File: src/rtl/riscv_muldiv_unit.sv
// ============================================================================
// Module   : riscv_muldiv_unit
// Brief    : RV32M execute unit. It has a 2-cycle multiply and an XLEN-step
//            restoring divider, with valid/ready handshakes on the request
//            and result sides.
//            Optional macro RISCV_MULDIV_RESULT_CACHE_EN stores the last
//            completed division so that a repeat of it finishes in one cycle.
// Revision : 1.0 - initial release
// ============================================================================
`default_nettype none

module riscv_muldiv_unit #(
    parameter int XLEN       = 32,
    parameter int REG_ADDR_W = 5
) (
    input  logic                  clk,
    input  logic                  rst,
    input  logic                  flush,
    input  logic                  in_valid,
    output logic                  in_ready,
    input  logic [4:0]            func,
    input  logic [XLEN-1:0]       rs1_val,
    input  logic [XLEN-1:0]       rs2_val,
    input  logic [REG_ADDR_W-1:0] rd_in,
    output logic                  out_valid,
    input  logic                  out_ready,
    output logic [XLEN-1:0]       result,
    output logic [REG_ADDR_W-1:0] rd_out
);

    localparam logic [1:0] c_IDLE = 2'd0;
    localparam logic [1:0] c_MUL  = 2'd1;
    localparam logic [1:0] c_DIV  = 2'd2;
    localparam logic [1:0] c_DONE = 2'd3;

    localparam int                  c_CNT_W = $clog2(XLEN);
    localparam logic [c_CNT_W-1:0]  c_LAST  = c_CNT_W'(XLEN - 1);
    localparam logic [c_CNT_W-1:0]  c_ONE   = c_CNT_W'(1);
    localparam logic [XLEN-1:0]     c_MIN   = {1'b1, {(XLEN-1){1'b0}}};

    logic [1:0]            r_state;
    logic [1:0]            w_state_nxt;
    logic [XLEN-1:0]       r_a;
    logic [XLEN-1:0]       r_b;
    logic [XLEN-1:0]       r_quo;
    logic [XLEN-1:0]       r_rem;
    logic [XLEN-1:0]       r_result;
    logic [1:0]            r_op;
    logic [REG_ADDR_W-1:0] r_rd;
    logic [c_CNT_W-1:0]    r_cnt;

    // ------------------------------------------------------------------
    // Request decode
    // ------------------------------------------------------------------
    logic            w_accept;
    logic            w_in_muldiv;
    logic            w_in_div;
    logic            w_in_signed;
    logic            w_in_zero;
    logic            w_in_ovf;
    logic            w_in_special;
    logic            w_hit;
    logic [XLEN-1:0] w_hit_res;
    logic [XLEN-1:0] w_acc_res;
    logic [XLEN-1:0] w_in_a_mag;
    logic [1:0]      w_acc_next;

    assign w_accept     = in_valid && (r_state == c_IDLE) && !flush;
    assign w_in_muldiv  = (func[4:3] == 2'b01);
    assign w_in_div     = w_in_muldiv && func[2];
    assign w_in_signed  = !func[0];
    assign w_in_zero    = (rs2_val == '0);
    assign w_in_ovf     = w_in_signed && (rs1_val == c_MIN) && (rs2_val == '1);
    assign w_in_special = w_in_div && (w_in_zero || w_in_ovf);
    assign w_in_a_mag   = (w_in_signed && rs1_val[XLEN-1]) ? -rs1_val : rs1_val;

    always_comb begin
        w_acc_next = c_DONE;
        if (w_in_muldiv) begin
            if (!func[2]) begin
                w_acc_next = c_MUL;
            end else if (!w_in_special && !w_hit) begin
                w_acc_next = c_DIV;
            end
        end
    end

    // Anything that finishes at accept (invalid, special, cache hit) resolves here
    always_comb begin
        w_acc_res = '0;
        if (w_in_div) begin
            if (w_in_zero) begin
                w_acc_res = func[1] ? rs1_val : '1;
            end else if (w_in_ovf) begin
                w_acc_res = func[1] ? '0 : c_MIN;
            end else if (w_hit) begin
                w_acc_res = w_hit_res;
            end
        end
    end

    // ------------------------------------------------------------------
    // Multiply and divide-step datapath
    // ------------------------------------------------------------------
    logic [2*XLEN-1:0] w_a_ext;
    logic [2*XLEN-1:0] w_b_ext;
    logic [2*XLEN-1:0] w_prod;
    logic [XLEN-1:0]   w_mul_res;
    logic              w_r_signed;
    logic              w_neg_q;
    logic              w_neg_r;
    logic [XLEN-1:0]   w_b_mag;
    logic [XLEN:0]     w_rem_sh;
    logic [XLEN:0]     w_diff;
    logic              w_ge;
    logic [XLEN-1:0]   w_quo_nxt;
    logic [XLEN-1:0]   w_rem_nxt;
    logic [XLEN-1:0]   w_q_fix;
    logic [XLEN-1:0]   w_r_fix;
    logic [XLEN-1:0]   w_div_res;

    // Sign extension to 2*XLEN makes the low 2*XLEN product bits exact for all variants
    assign w_a_ext   = {{XLEN{(r_op != 2'b11) & r_a[XLEN-1]}}, r_a};
    assign w_b_ext   = {{XLEN{(r_op == 2'b01) & r_b[XLEN-1]}}, r_b};
    assign w_prod    = w_a_ext * w_b_ext;
    assign w_mul_res = (r_op == 2'b00) ? w_prod[XLEN-1:0] : w_prod[2*XLEN-1:XLEN];

    assign w_r_signed = !r_op[0];
    assign w_neg_q    = w_r_signed && (r_a[XLEN-1] ^ r_b[XLEN-1]);
    assign w_neg_r    = w_r_signed && r_a[XLEN-1];
    assign w_b_mag    = (w_r_signed && r_b[XLEN-1]) ? -r_b : r_b;

    assign w_rem_sh  = {r_rem, r_quo[XLEN-1]};
    assign w_diff    = w_rem_sh - {1'b0, w_b_mag};
    assign w_ge      = !w_diff[XLEN];
    assign w_rem_nxt = w_ge ? w_diff[XLEN-1:0] : w_rem_sh[XLEN-1:0];
    assign w_quo_nxt = {r_quo[XLEN-2:0], w_ge};
    assign w_q_fix   = w_neg_q ? -w_quo_nxt : w_quo_nxt;
    assign w_r_fix   = w_neg_r ? -w_rem_nxt : w_rem_nxt;
    assign w_div_res = r_op[1] ? w_r_fix : w_q_fix;

`ifdef RISCV_MULDIV_RESULT_CACHE_EN
    logic            r_c_valid;
    logic            r_c_signed;
    logic [XLEN-1:0] r_c_a;
    logic [XLEN-1:0] r_c_b;
    logic [XLEN-1:0] r_c_quo;
    logic [XLEN-1:0] r_c_rem;

    assign w_hit     = r_c_valid && w_in_div && !w_in_special &&
                       (rs1_val == r_c_a) && (rs2_val == r_c_b) &&
                       (w_in_signed == r_c_signed);
    assign w_hit_res = func[1] ? r_c_rem : r_c_quo;

    always_ff @(posedge clk or posedge rst) begin
        if (rst) begin
            r_c_valid  <= 1'b0;
            r_c_signed <= 1'b0;
            r_c_a      <= '0;
            r_c_b      <= '0;
            r_c_quo    <= '0;
            r_c_rem    <= '0;
        end else if (flush || (w_accept && w_in_special)) begin
            r_c_valid <= 1'b0;
        end else if ((r_state == c_DIV) && (r_cnt == c_LAST)) begin
            r_c_valid  <= 1'b1;
            r_c_signed <= w_r_signed;
            r_c_a      <= r_a;
            r_c_b      <= r_b;
            r_c_quo    <= w_q_fix;
            r_c_rem    <= w_r_fix;
        end
    end
`else
    assign w_hit     = 1'b0;
    assign w_hit_res = '0;
`endif

    always_ff @(posedge clk or posedge rst) begin
        if (rst) begin
            r_a      <= '0;
            r_b      <= '0;
            r_op     <= '0;
            r_rd     <= '0;
            r_cnt    <= '0;
            r_quo    <= '0;
            r_rem    <= '0;
            r_result <= '0;
        end else if (w_accept) begin
            r_a   <= rs1_val;
            r_b   <= rs2_val;
            r_op  <= func[1:0];
            r_rd  <= rd_in;
            r_cnt <= '0;
            r_quo <= w_in_a_mag;
            r_rem <= '0;
            if (w_acc_next == c_DONE) begin
                r_result <= w_acc_res;
            end
        end else if (r_state == c_MUL) begin
            r_result <= w_mul_res;
        end else if (r_state == c_DIV) begin
            r_cnt <= r_cnt + c_ONE;
            r_quo <= w_quo_nxt;
            r_rem <= w_rem_nxt;
            if (r_cnt == c_LAST) begin
                r_result <= w_div_res;
            end
        end
    end

    // ------------------------------------------------------------------
    // Control FSM
    // ------------------------------------------------------------------
    always_ff @(posedge clk or posedge rst) begin
        if (rst) begin
            r_state <= c_IDLE;
        end else begin
            r_state <= w_state_nxt;
        end
    end

    always_comb begin
        w_state_nxt = r_state;
        case (r_state)
            c_IDLE:  if (w_accept) w_state_nxt = w_acc_next;
            c_MUL:   w_state_nxt = c_DONE;
            c_DIV:   if (r_cnt == c_LAST) w_state_nxt = c_DONE;
            c_DONE:  if (out_ready) w_state_nxt = c_IDLE;
            default: w_state_nxt = c_IDLE;
        endcase
        if (flush) begin
            w_state_nxt = c_IDLE;
        end
    end

    always_comb begin
        in_ready  = (r_state == c_IDLE);
        out_valid = (r_state == c_DONE);
        result    = r_result;
        rd_out    = r_rd;
    end

endmodule

`default_nettype wire
File: config.mk
export PLATFORM = sky130hd
export DESIGN_NAME = riscv_muldiv_unit
export DESIGN_NICKNAME = d
export VERILOG_FILES = /design/src/rtl/riscv_muldiv_unit.sv
export SDC_FILE = /design/constraint.sdc
export NUM_CORES = 2
export LEC_CHECK = 0
export BUFFER_PORTS_ARGS = -buffer_cell sky130_fd_sc_hd__buf_4
export CAP_MARGIN = 20
export CORE_MARGIN = 2
export CORE_UTILIZATION = 29
export CTS_BUF_LIST = sky130_fd_sc_hd__clkbuf_2
export DETAILED_ROUTE_END_ITERATION = 7
export SYNTH_ARGS = -nofsm -noshare
export SYNTH_HDL_FRONTEND = slang
export SYNTH_SLANG_ARGS = --single-unit
File: constraint.sdc
create_clock -name clk -period 14.7 [get_ports clk]
set_input_delay 2.94 -clock clk [delete_from_list [all_inputs] [get_ports clk]]
set_output_delay 2.94 -clock clk [all_outputs]
set_load 0.01 [all_outputs]
==> results.ini <==
[sta]
rsz0062_at_grt = no
slew_violations = 0
fin_tns_setup_ns = 0
worst-slew-pin-transition_ns = 1.061
max_freq_mhz = 104.7
fin_crit_ns = 9.554
fin_skew_ns = 0.1371
setup_viol = 0
slew_headroom_pct = 29.28
finalHoldViolCount = 0
period_share_pct = 64.99

[clock_network]
cts_setup_buffers = 0
cts_resized = 0
cts-buffers-inserted = 17
root_buffer = clkbuf_2
cts_tree = yes
clock_path_buffers = 2
path_clk_slew_ns = 0.37
clock_latency_ns = 1.26
cts_hold_buf = 0
htree_levels = 4
clock_sinks = 174

[synthesis]
yosys.area.top_type = fa_1
ys_warn_count = 0
synth_common_cells = inv_1, nand2_1, fa_1
syn_nets = 7429
netlist.area_leader.share_pct = 44.01
ys_ff_latch = 174
syn_area_mm2 = 0.05122
synth.most_common_cell = inv_1
yosysSeqAreaShare_pct = 8.501
syn_avg_cell_area_um2 = 8.580
synth_edf_count = 0
synth_area_leaders = fa_1, inv_1, nand2_1, dfrtp_1, ha_1
ys_async_sr_fraction_pct = 100.0
synthFlopType = dfrtp_1
yosys.cell_types.count = 87
syn_inst = 5969

[global_route]
grt_pass1_vias = 43091
gr-usage-all-layers_pct = 19.44
grt_pass1_wl_um = 267900
antenna_found_initial = 12
grt_overflow = 0
grt_max_degree = 98

[worst_setup_path]
rr_startpoint = r_op[0]$_DFFE_PP0P_
cp.required_ns = 15.77
crit_path_max_incr_delay_ns = 0.89
r2r_slack_ns = 5.15
slowest_stage = fa_1
arrival_ns = 10.62
crit_fanout = 31
r2r_cells = 29
crit_buf_inv = 9
worstSetupPathType = reg -> reg
start_kind = register
reg2reg_to = result[23]$_DFFE_PP0P_
cp_top_family = adder cells
worstSetupEndpointType = register

[placement]
place_hpwl_um = 135000
placed_cell_area_mm2 = 0.05441
io_buffers = 117
gp_congestion = 0.9604

[detailed_routing]
detail_route.wl_per_cell_um = 20.87
drc = 0
vias = 41085
first_iter_violations = 3604
wl_um = 171500
ant_nets = 0
viasPerCell = 5.001
first_pass_iters = 6

[die]
die_x_um = 424.3
die_area_mm2 = 0.1800
start_util_pct = 29.15
fp-row-count = 154
die_y_um = 424.3
coreArea_mm2 = 0.1757
design.portCount = 118

[status]
status = finished clean

[final_layout]
fin_nets = 7315
stdcell_area_mm2 = 0.05473
num-fill-cells = 18604
layout-drive-gt1-share_pct = 5.095
synthToLayoutAreaGrowth_pct = 6.855
register_area_mm2 = 0.004359
multiInputGateArea_mm2 = 0.04089

[hold_path]
min_path_cells = 2
hold-path-endpoint = r_a[16]$_DFFE_PP0P_
hp-start = r_a[16]$_DFFE_PP0P_
hp-class = reg -> reg

[run]
cap_violations = 0

[worst register-to-register path, delay by kind of cell (launching register included)]
family,cells,cell delay (ns)
XOR/XNOR,1,0.27
adder cells (fa/ha/maj),9,4.78
buffers and inverters,9,1.70
flip-flops,1,0.63
AO/OA/AOI/OAI,6,1.40
AND/OR/NAND/NOR,4,0.65
[layout make-up]
type	count	area share, %
flip-flops and latches	174	7.965
multi-input cells	4214	74.71
clock inverters	15	0.3429
diodes	7	0.03201
inverters	1235	8.484
clock buffers	17	0.1555
well taps	2340	5.350
repair buffers	213	2.958
[state kept, by name, summed over array words and instances, names as in the netlist]
signal   count
r_state      2
rd_out       5
r_cnt        5
r_quo       32
r_a         32
r_b         32
r_op         2
r_rem       32
result      32
[cell families (layout without fill, tap and decap cells)]
group           Yosys count  after routing  synth area share [%]
buf+inv                1581           1480                 11.74
simple gates           1908           1908                 16.83
flops                   174            174                 8.501
fa+ha+maj              1381           1381                 50.24
other cells               0              7                     0
compound gates          688            688                 8.514
mux                      37             37                0.7402
xor+xnor                200            200                 3.435
[per-layer routing]
metal  share of wire [%]  GRT usage, %
met1                  42         26.06
met2                  48         32.42
met3                 6.6         2.403
met4                 3.9         6.601
met5               0.029             0
[metrics by stage]
step | cells | worst slack, ns | hold slack, ns | util (%)
after global routing | 8213 | 4.740 | 0.5518 | 31.14
after CTS | 8206 | 5.212 | 0.5252 | 31.12
after global placement | 8173 | 5.369 | 0.4595 | 30.95
after floorplan | 5969 | 6.286 | 0.4647 | -
after detailed placement | 8174 | 5.360 | 0.4650 | 30.96
final | 8215 | 5.146 | 0.5253 | 31.14
[cells in the final DEF (no fill, tap or decap), types with 17 or more instances in the layout]
cell,count
and3_1,21
inv_1,1233
a21oi_1,176
o21ai_0,193
mux2i_1,30
nand2b_1,27
nor4_1,29
clkbuf_2,17
a211oi_1,18
dfrtp_1,170
xnor2_1,118
xor2_1,81
nor3_1,42
and2_1,305
buf_4,210
o211ai_1,31
fa_1,1126
o21ai_1,21
nand4_1,34
or3_1,19
a21o_1,40
a31oi_1,33
nand2_1,1172
o31ai_1,22
nor2_1,153
nor2b_1,17
nand3_1,37
ha_1,255
[worst max path at each step]
stage | start | endpoint | slack [ns] | depth (start not counted)
6_report | r_op[0]$_DFFE_PP0P_ | result[23]$_DFFE_PP0P_ | 5.15 | 29
4_1_cts | r_op[0]$_DFFE_PP0P_ | result[23]$_DFFE_PP0P_ | 5.21 | 28
2_1_floorplan | r_a[31]$_DFFE_PP0P_ | result[23]$_DFFE_PP0P_ | 6.29 | 31
3_5_place_dp | r_op[0]$_DFFE_PP0P_ | result[23]$_DFFE_PP0P_ | 5.36 | 28
5_1_grt | r_op[0]$_DFFE_PP0P_ | result[23]$_DFFE_PP0P_ | 4.74 | 31
3_3_place_gp | r_op[0]$_DFFE_PP0P_ | result[23]$_DFFE_PP0P_ | 5.37 | 28
Power is left out: the tool's default activity adds up to more than one toggle a clock period on the data nets, which glitch-free logic cannot reach.
